<file path="src/rtl/perf_counter_sampler_pkg.sv">
// Shared types and constants for the performance-counter sampler.
package perf_counter_sampler_pkg;

    localparam int unsigned PERF_IDX_W  = 5;
    localparam int unsigned PERF_DATA_W = 64;
    localparam int unsigned PERF_SEQ_W  = 8;

    // Counter CSR addresses; the sampler port is indexed by their low bits.
    localparam logic [11:0] CSR_ML1_ICACHE_MISS = 12'hB03;
    localparam logic [11:0] CSR_MIF_EMPTY       = 12'hB10;

    localparam logic [PERF_IDX_W-1:0] PERF_FIRST_IDX = CSR_ML1_ICACHE_MISS[PERF_IDX_W-1:0];
    localparam logic [PERF_IDX_W-1:0] PERF_LAST_IDX  = CSR_MIF_EMPTY[PERF_IDX_W-1:0];

    typedef struct packed {
        logic [PERF_IDX_W-1:0]  addr;
        logic [PERF_DATA_W-1:0] data;
        logic                   last;
        logic [PERF_SEQ_W-1:0]  seq;
    } perf_sample_t;

    typedef enum logic {
        ST_IDLE  = 1'b0,
        ST_SWEEP = 1'b1
    } sweep_state_e;

endpackage

</file>
<file path="src/rtl/perf_sample_fifo.sv">
// Small sample FIFO with a registered head entry and registered full flag.
module perf_sample_fifo
    import perf_counter_sampler_pkg::*;
#(
    parameter int unsigned FIFO_DEPTH = 4
) (
    input  logic         clk_i,
    input  logic         rst_ni,
    input  logic         i_push,
    input  perf_sample_t i_data,
    input  logic         i_pop,
    output logic         o_full,
    output logic         o_valid,
    output perf_sample_t o_data
);

    localparam int unsigned PTR_W = $clog2(FIFO_DEPTH);
    localparam int unsigned CNT_W = $clog2(FIFO_DEPTH + 1);

    perf_sample_t             r_mem [FIFO_DEPTH];
    logic         [PTR_W-1:0] r_wr_ptr;
    logic         [PTR_W-1:0] r_rd_ptr;
    logic         [CNT_W-1:0] r_count;
    logic                     r_full;
    logic                     r_valid;
    perf_sample_t             r_head;

    logic                     w_push;
    logic                     w_pop;
    logic         [PTR_W-1:0] w_rd_ptr_next;
    logic         [CNT_W-1:0] w_count_next;
    perf_sample_t             w_head_next;

    // Full uses the current count, so a same-cycle pop never admits a push.
    always_comb begin
        w_push        = i_push && !r_full;
        w_pop         = i_pop && r_valid;
        w_rd_ptr_next = r_rd_ptr + PTR_W'(w_pop);
        w_count_next  = r_count + CNT_W'(w_push) - CNT_W'(w_pop);
        if (w_push && (r_wr_ptr == w_rd_ptr_next)) begin
            w_head_next = i_data;
        end else begin
            w_head_next = r_mem[w_rd_ptr_next];
        end
    end

    always_ff @(posedge clk_i) begin
        if (w_push) begin
            r_mem[r_wr_ptr] <= i_data;
        end
    end

    always_ff @(posedge clk_i) begin
        if (!rst_ni) begin
            r_wr_ptr <= '0;
            r_rd_ptr <= '0;
            r_count  <= '0;
            r_full   <= 1'b0;
            r_valid  <= 1'b0;
            r_head   <= '0;
        end else begin
            r_wr_ptr <= r_wr_ptr + PTR_W'(w_push);
            r_rd_ptr <= w_rd_ptr_next;
            r_count  <= w_count_next;
            r_full   <= (w_count_next == CNT_W'(FIFO_DEPTH));
            r_valid  <= (w_count_next != '0);
            r_head   <= w_head_next;
        end
    end

    assign o_full  = r_full;
    assign o_valid = r_valid;
    assign o_data  = r_head;

endmodule

</file>
<file path="src/rtl/perf_counter_sampler.sv">
// Periodic sweeper of a counter index range into a tagged sample FIFO.
module perf_counter_sampler
    import perf_counter_sampler_pkg::*;
#(
    parameter logic [PERF_IDX_W-1:0] FIRST_IDX  = PERF_FIRST_IDX,
    parameter logic [PERF_IDX_W-1:0] LAST_IDX   = PERF_LAST_IDX,
    parameter int unsigned           INTERVAL   = 30000,
    parameter int unsigned           FIFO_DEPTH = 4
) (
    input  logic                   clk_i,
    input  logic                   rst_ni,
    input  logic                   enable_i,
    input  logic                   clear_on_read_i,
    input  logic                   debug_mode_i,
    output logic                   req_o,
    input  logic                   gnt_i,
    output logic [PERF_IDX_W-1:0]  addr_o,
    output logic                   we_o,
    output logic [PERF_DATA_W-1:0] wdata_o,
    input  logic [PERF_DATA_W-1:0] rdata_i,
    output logic                   sample_valid_o,
    input  logic                   sample_ready_i,
    output logic [PERF_IDX_W-1:0]  sample_addr_o,
    output logic [PERF_DATA_W-1:0] sample_data_o,
    output logic                   sample_last_o,
    output logic [PERF_SEQ_W-1:0]  sample_seq_o,
    output logic                   busy_o
);

    localparam int unsigned TIMER_W = $clog2(INTERVAL);

    sweep_state_e              r_state;
    logic [TIMER_W-1:0]        r_timer;
    logic [PERF_IDX_W-1:0]     r_idx;
    logic [PERF_SEQ_W-1:0]     r_seq;

    sweep_state_e              w_state_next;
    logic [TIMER_W-1:0]        w_timer_next;
    logic [PERF_IDX_W-1:0]     w_idx_next;
    logic [PERF_SEQ_W-1:0]     w_seq_next;
    logic                      w_req;
    logic                      w_we;
    logic [PERF_IDX_W-1:0]     w_addr;
    logic                      w_push;
    logic                      w_fifo_full;
    perf_sample_t              w_sample;
    perf_sample_t              w_head;

    always_ff @(posedge clk_i) begin
        if (!rst_ni) begin
            r_state <= ST_IDLE;
            r_timer <= '0;
            r_idx   <= '0;
            r_seq   <= '0;
        end else begin
            r_state <= w_state_next;
            r_timer <= w_timer_next;
            r_idx   <= w_idx_next;
            r_seq   <= w_seq_next;
        end
    end

    // Timer runs only in IDLE; the sweep advances one index per granted request.
    always_comb begin
        w_state_next = r_state;
        w_timer_next = r_timer;
        w_idx_next   = r_idx;
        w_seq_next   = r_seq;
        w_req        = 1'b0;
        w_we         = 1'b0;
        w_addr       = '0;
        w_push       = 1'b0;
        case (r_state)
            ST_IDLE: begin
                if (enable_i && !debug_mode_i) begin
                    if (r_timer == TIMER_W'(INTERVAL - 1)) begin
                        w_timer_next = '0;
                        w_idx_next   = FIRST_IDX;
                        w_state_next = ST_SWEEP;
                    end else begin
                        w_timer_next = r_timer + TIMER_W'(1);
                    end
                end
            end
            ST_SWEEP: begin
                w_addr = r_idx;
                w_req  = !w_fifo_full && !debug_mode_i;
                w_we   = w_req && clear_on_read_i;
                if (w_req && gnt_i) begin
                    w_push = 1'b1;
                    if (r_idx == LAST_IDX) begin
                        w_seq_next   = r_seq + PERF_SEQ_W'(1);
                        w_state_next = ST_IDLE;
                    end else begin
                        w_idx_next = r_idx + PERF_IDX_W'(1);
                    end
                end
            end
            default: begin
                w_state_next = ST_IDLE;
            end
        endcase
    end

    assign w_sample = '{addr: r_idx, data: rdata_i, last: (r_idx == LAST_IDX), seq: r_seq};

    perf_sample_fifo #(
        .FIFO_DEPTH(FIFO_DEPTH)
    ) u_fifo (
        .clk_i  (clk_i),
        .rst_ni (rst_ni),
        .i_push (w_push),
        .i_data (w_sample),
        .i_pop  (sample_ready_i),
        .o_full (w_fifo_full),
        .o_valid(sample_valid_o),
        .o_data (w_head)
    );

    assign req_o         = w_req;
    assign we_o          = w_we;
    assign addr_o        = w_addr;
    assign wdata_o       = '0;
    assign busy_o        = (r_state == ST_SWEEP);
    assign sample_addr_o = w_head.addr;
    assign sample_data_o = w_head.data;
    assign sample_last_o = w_head.last;
    assign sample_seq_o  = w_head.seq;

endmodule

</file>
<file path="config.mk">
export PLATFORM = sky130hd
export DESIGN_NAME = perf_counter_sampler
export DESIGN_NICKNAME = d
export VERILOG_FILES = /design/src/rtl/perf_counter_sampler_pkg.sv /design/src/rtl/perf_sample_fifo.sv /design/src/rtl/perf_counter_sampler.sv
export SDC_FILE = /design/constraint.sdc
export NUM_CORES = 1
export LEC_CHECK = 0
export ABC_AREA = 1
export CAP_MARGIN = 10
export CORE_UTILIZATION = 50
export DETAILED_ROUTE_END_ITERATION = 10
export GPL_ROUTABILITY_DRIVEN = 0
export PLACE_DENSITY = 0.87
export SLEW_MARGIN = 10
export SYNTH_ARGS = -nofsm -noshare
export SYNTH_HDL_FRONTEND = slang
export SYNTH_SLANG_ARGS = --single-unit
</file>
<file path="constraint.sdc">
create_clock -name clk_i -period 8.8 [get_ports clk_i]
set_input_delay 2.64 -clock clk_i [delete_from_list [all_inputs] [get_ports clk_i]]
set_output_delay 2.64 -clock clk_i [all_outputs]
set_load 0.05 [all_outputs]
</file>
After elaboration in Yosys (flattened, before gate mapping)
Memory sizes are Yosys's and may differ from the RTL's. A register that Yosys moved wholly into a read port is not among the register bits. Index checks and enable logic that the tools add are counted.

Output and inout port bits: 151. Memories: 1. Bits in writable memories: 312. Register bits: 38.

Memory list: u_fifo.r_mem (depth 4, width 78, rd ports 1, clocked after Yosys merged registers in 1, wr ports 1, RTL line perf_sample_fifo.sv:20) `perf_sample_t r_mem [FIFO_DEPTH];`.

Bitwise operators: 1. Muxes and demuxes: 18. Reduce and logical (&&, ||, !) cells: 13. $add $sub $neg: 7. Eq/ne operators: 7.

Operator list (count): two-way mux 5 bit (5); adder 15 x 1 -> 15 bit, second input constant (1); == test 15 bit, second input constant (1); two-way mux 15 bit (1); two-way mux 1 bit (10); one-hot mux 5 bit (2 select lines) (1); adder 8 x 1 -> 8 bit, second input constant (1); logical AND 1 bit (6); != test 2 bit, second input constant (3); adder 5 x 1 -> 5 bit, second input constant (1); == test 5 bit, second input constant (1); adder 2 x 1 -> 2 bit (2); AND reduction 4 bit (1); adder 3 x 1 -> 3 bit (1); == test 3 bit, second input constant (1); zero test 1 bit (3); AND reduction 3 bit (1); nonzero test 3 bit (1); subtractor 3 x 1 -> 3 bit (1); != test 2 x 1 -> 1 bit, second input constant (1); one-hot mux 1 bit (2 select lines) (1); AND reduction 2 bit (1); inverter 1 bit (1).

Depth between registers and ports, before layout
Word-level depth: 9. Mapped depth: 13. Mapped depth without buffers: 11.

Modules after synthesis
A second synthesis with hierarchy kept.

Cells, all modules: 1879. Area total of the unflattened synthesis: 18226.2 µm².

Modules (own cells, without submodules): perf_sample_fifo (cells each 1579, instances 1, sequential area each 11110.7 µm², area each 16116.7 µm²); perf_counter_sampler (cells each 300, instances 1, sequential area each 580.6 µm², area each 2109.5 µm²).

Worst setup path after synthesis
Ideal clock, no wire load.

Kind: input to register. Start point: input port debug_mode_i. End point: memory u_fifo.r_mem[2][0] in the netlist's numbering (enable). Setup time: 0.611 ns. Arrival: 8.835 ns. Cell stages on the path: 5. Setup slack: -0.646 ns. Cells stage by stage: inv_1 -> nand2_1 -> nor2_2 -> nand2_1 -> nor3_1.

Word-level cells in the longest chain between the ends: 8.

RTL lines: start: declaration (RTL line perf_counter_sampler.sv:14) `input logic debug_mode_i,`; zero test 1 bit (RTL line perf_counter_sampler.sv:87) `w_req = !w_fifo_full && !debug_mode_i;`; logical AND 1 bit (RTL line perf_counter_sampler.sv:87); logical AND 1 bit (RTL line perf_counter_sampler.sv:89) `if (w_req && gnt_i) begin`; two-way mux 1 bit (RTL line perf_counter_sampler.sv:89); two-way mux 1 bit (RTL line perf_counter_sampler.sv:73) `case (r_state)`; logical AND 1 bit (RTL line perf_sample_fifo.sv:36) `w_push = i_push && !r_full;`; two-way mux 1 bit (RTL line perf_sample_fifo.sv:48) `if (w_push) begin`; two-way mux 1 bit (implied by the code) (RTL line perf_sample_fifo.sv:49) `r_mem[r_wr_ptr] <= i_data;`; end: declaration (RTL line perf_sample_fifo.sv:20).

Every way passes these cells.

Worst setup path in the final report
Start point: input port debug_mode_i. End point: output port we_o.

Word-level cells in the longest chain between the ends: 4.

RTL lines: zero test 1 bit (RTL line perf_counter_sampler.sv:87); logical AND 1 bit (RTL line perf_counter_sampler.sv:87); logical AND 1 bit (RTL line perf_counter_sampler.sv:88) `w_we = w_req && clear_on_read_i;`; two-way mux 1 bit (RTL line perf_counter_sampler.sv:73); end: declaration (RTL line perf_counter_sampler.sv:18) `output logic we_o,`.

Every way passes these cells.

==> impl_metrics.env <==
export IMPL_worstSetupStartpointType="input port"
export IMPL_path_max_fanout=4
export IMPL_switching_power_w=0.00174
export IMPL_synthXorXnorAreaFrac=0.00640
export IMPL_crit_required_ns=6.16
export IMPL_cpPeakStageDelay_ns=0.83
export IMPL_ant_nets=0
export IMPL_min_from="r_timer[12]"
export IMPL_fin_nets=1991
export IMPL_grt_max_degree=133
export IMPL_synth_top_family_by_area="simple AND/OR/NAND/NOR gates"
export IMPL_finalSetupTns_ns=0
export IMPL_max_slew_margin_rel=0.258
export IMPL_n_antenna_cell=0
export IMPL_synth_cell_types=29
export IMPL_yosys_area_share_simple=0.163
export IMPL_grt_busiest_layer="met2"
export IMPL_powerDensity_nw_per_um2=264
export IMPL_setup_ws_ns=1.91
export IMPL_ff2ff_setup_slack_ns=5.30
export IMPL_drt_total_wl_um=36400
export IMPL_cts_tree="done"
export IMPL_synth_common_cells="476 x nand2_1, 312 x edfxtp_1, 222 x o21ai_0"
export IMPL_synth_edff_count=312
export IMPL_die_h_um=190
export IMPL_drt_iter0_markers=824
export IMPL_core_area_um2=34500
export IMPL_async_flop_share=0
export IMPL_drive_gt1_frac=0.0458
export IMPL_initial_core_util=0.509
export IMPL_pre_cts_ws_ns=1.92
export IMPL_worstSetupEndpointType="primary output"
export IMPL_synth_fa_ha_area_frac=0.00683
export IMPL_yosys_warnings=0
export IMPL_hpwl_um=20300
export IMPL_cp_slowest_cell="clkdlybuf4s50_1"
export IMPL_nFillCells=2670
export IMPL_synth_ff_type="edfxtp_1"
export IMPL_r2r_end="u_fifo.o_data[53]"
export IMPL_cts_sinks=428
export IMPL_max_vdd_ir_drop_v=0.000199
export IMPL_worstPathCellList="clkdlybuf4s50_1 -> inv_1 -> nand2_1 -> nor3b_1 -> clkdlybuf4s50_1"
export IMPL_yosysMostFrequentCell="nand2_1"
export IMPL_post_place_cells=2322
export IMPL_worstSetupPathType="input port to primary output"
export IMPL_cts_resized=0
export IMPL_finClkSkew_ns=0.0194
export IMPL_worst_hold_path_type="flip-flop to flip-flop"
export IMPL_avgViaCountPerCell=5.02
export IMPL_cts_reportedPaths_clkPinSlew_ns=0.06
export IMPL_total_power_w=0.00546
export IMPL_postSynthCellCount=1776
export IMPL_drv_cap=0
export IMPL_clock_path_buffers=3
export IMPL_grtUsageMet3=0.0330
export IMPL_setup_viol=0
export IMPL_p_int_w=0.00372
export IMPL_cp_num_buf_inv=3
export IMPL_synth_top_area_share=0.532
export IMPL_synthTopCellsByArea="edfxtp_1 53%, dfxtp_1 13%, nand2_1 10%"
export IMPL_cts_htree_levels=2
export IMPL_num_rows=68
export IMPL_synth_avg_cell_area_um2=9.91
export IMPL_grt_pass1_vias=11900
export IMPL_synth_area_um2=17600
export IMPL_io_pins=222
export IMPL_port_buffers=157
export IMPL_antenna_found_initial=0
export IMPL_worst_path_most_repeated_cell="clkdlybuf4s50_1"
export IMPL_hold_viol_final=0
export IMPL_synth_area_leader_cell="edfxtp_1"
export IMPL_grt_use_met2=0.363
export IMPL_dr_pass1_iters=5
export IMPL_power_frac_seq=0.420
export IMPL_synth_compound_area_frac=0.0689
export IMPL_pwr_share_clk=0.320
export IMPL_grt_total_usage=0.204
export IMPL_status="completed"
export IMPL_die_area_um2=35900
export IMPL_muxShareOfSynthArea=0
export IMPL_layout_cells_non_filler=2399
export IMPL_timing_final_crit_share=0.783
export IMPL_area_growth_syn_to_layout_pct=17.5
export IMPL_rsz0062_at_grt="false"
export IMPL_r2r_start="u_fifo.o_valid"
export IMPL_vias=12100
export IMPL_cellLeakagePower_nw=8.21
export IMPL_routedWlPerCell_um=15.2
export IMPL_postCtsSetupBuffers=0
export IMPL_crit_family="buffers and inverters"
export IMPL_grt_use_met1=0.251
export IMPL_clkLatencyLatePin_ns=0.53
export IMPL_die_x_um=190
export IMPL_grt_first_pass_wirelength_um=58200
export IMPL_cts_buffers=42
export IMPL_cts_root_buf="clkbuf_16"
export IMPL_min_path_cells=2
export IMPL_worstRegToRegCells=10
export IMPL_cts_hold_buffers_added=0
export IMPL_tightestPinTransition_ns=1.11
export IMPL_ys_seq_area_frac=0.664
export IMPL_arrival_ns=4.25
export IMPL_slew_violations=0
export IMPL_drc=0
export IMPL_min_to="r_timer[12]"
export IMPL_layout_min_cycle_time_ns=6.89
export IMPL_overflow=0
export IMPL_fmax_mhz=145
export IMPL_comb_power_share=0.260
export IMPL_swShare=0.318
export IMPL_ys_ff_latch=428
per-layer routing:
layer | vias to the layer above | share of wire
met1 | 5646 | 0.41
met5 | - | 0
met3 | 69 | 0.069
met2 | 471 | 0.50
met4 | 0 | 0.022
li1 | 5868 | -
state kept, by name (all words and copies together), names as in the netlist:
signal / flops
u_fifo.r_mem: 312
u_fifo.o_data: 78
r_timer: 15
r_seq: 8
r_idx: 5
u_fifo.r_count: 3
u_fifo.r_rd_ptr: 2
u_fifo.r_wr_ptr: 2
busy_o: 1
u_fifo.o_full: 1
u_fifo.o_valid: 1
metrics by stage:
| stage | utilization | cell area (µm²) | hold WS [ns] |
|---|---|---|---|
| floorplan | - | 17800 | 0.465 |
| global placement | 0.559 | 19300 | 0.484 |
| detailed placement | 0.559 | 19300 | 0.483 |
| CTS | 0.598 | 20700 | 0.494 |
| global route | 0.598 | 20700 | 0.521 |
| finish | 0.598 | 20700 | 0.492 |
worst min-delay path: cells and delay by family (launching register included):
family	cells	cell delay (ns)
AOI/OAI and AO/OA	1	0.05
DFF	1	0.33
and+or+nand+nor	1	0.07
worst max-delay path by stage:
stage	from	slack, ns	to	cells after the start
finish	debug_mode_i	1.91	we_o	5
detailed placement	debug_mode_i	1.92	we_o	5
floorplan	debug_mode_i	-0.65	u_fifo.r_mem[2][0]	5
global route	debug_mode_i	1.83	we_o	5
global placement	debug_mode_i	1.90	we_o	5
CTS	debug_mode_i	1.90	we_o	5
cell type report:
| type | count | area, µm² | share of cell area |
|---|---|---|---|
| clock buffer | 61 | 1190 | 0.0578 |
| sequential | 428 | 11700 | 0.566 |
| timing repair buffer | 171 | 1670 | 0.0810 |
| clock inverter | 16 | 163 | 0.00787 |
| multi-input combinational | 1065 | 4620 | 0.223 |
| inverter | 203 | 762 | 0.0369 |
| tap | 455 | 569 | 0.0275 |
power by group through the flow:
stage | clock network, W | registers (W) | logic (W)
global route | 0.00186 | 0.00230 | 0.00156
CTS | 0.00178 | 0.00230 | 0.00143
detailed placement | 0 | 0.00234 | 0.00141
floorplan | 0 | 0.00265 | 0.000744
global placement | 0 | 0.00234 | 0.00136
finish | 0.00175 | 0.00229 | 0.00142
logic make-up after synthesis:
group,Yosys count
flops,428
compound gates,241
xor+xnor,12
other cells,1
fa+ha+maj,9
buf+inv,346
simple gates,739
cells in the final DEF, fill, tap and decap left out, types with 4 or more instances in the layout:
cell type | Yosys | layout
a21oi_1 | 16 | 16
buf_4 | 69 | 15
clkbuf_1 | 44 | 13
clkbuf_16 | 0 | 43
clkbuf_8 | 0 | 5
clkdlybuf4s50_1 | 0 | 156
clkinv_2 | 0 | 8
conb_1 | 1 | 64
dfxtp_1 | 116 | 116
edfxtp_1 | 312 | 312
ha_1 | 8 | 7
inv_1 | 201 | 201
nand2_1 | 476 | 476
nand3_1 | 38 | 38
nor2_1 | 205 | 205
nor3_1 | 11 | 7
nor3_2 | 0 | 4
o21ai_0 | 222 | 222
xnor2_1 | 4 | 4
xor2_1 | 7 | 6
No activity file was read; power rests on OpenSTA's default activity.
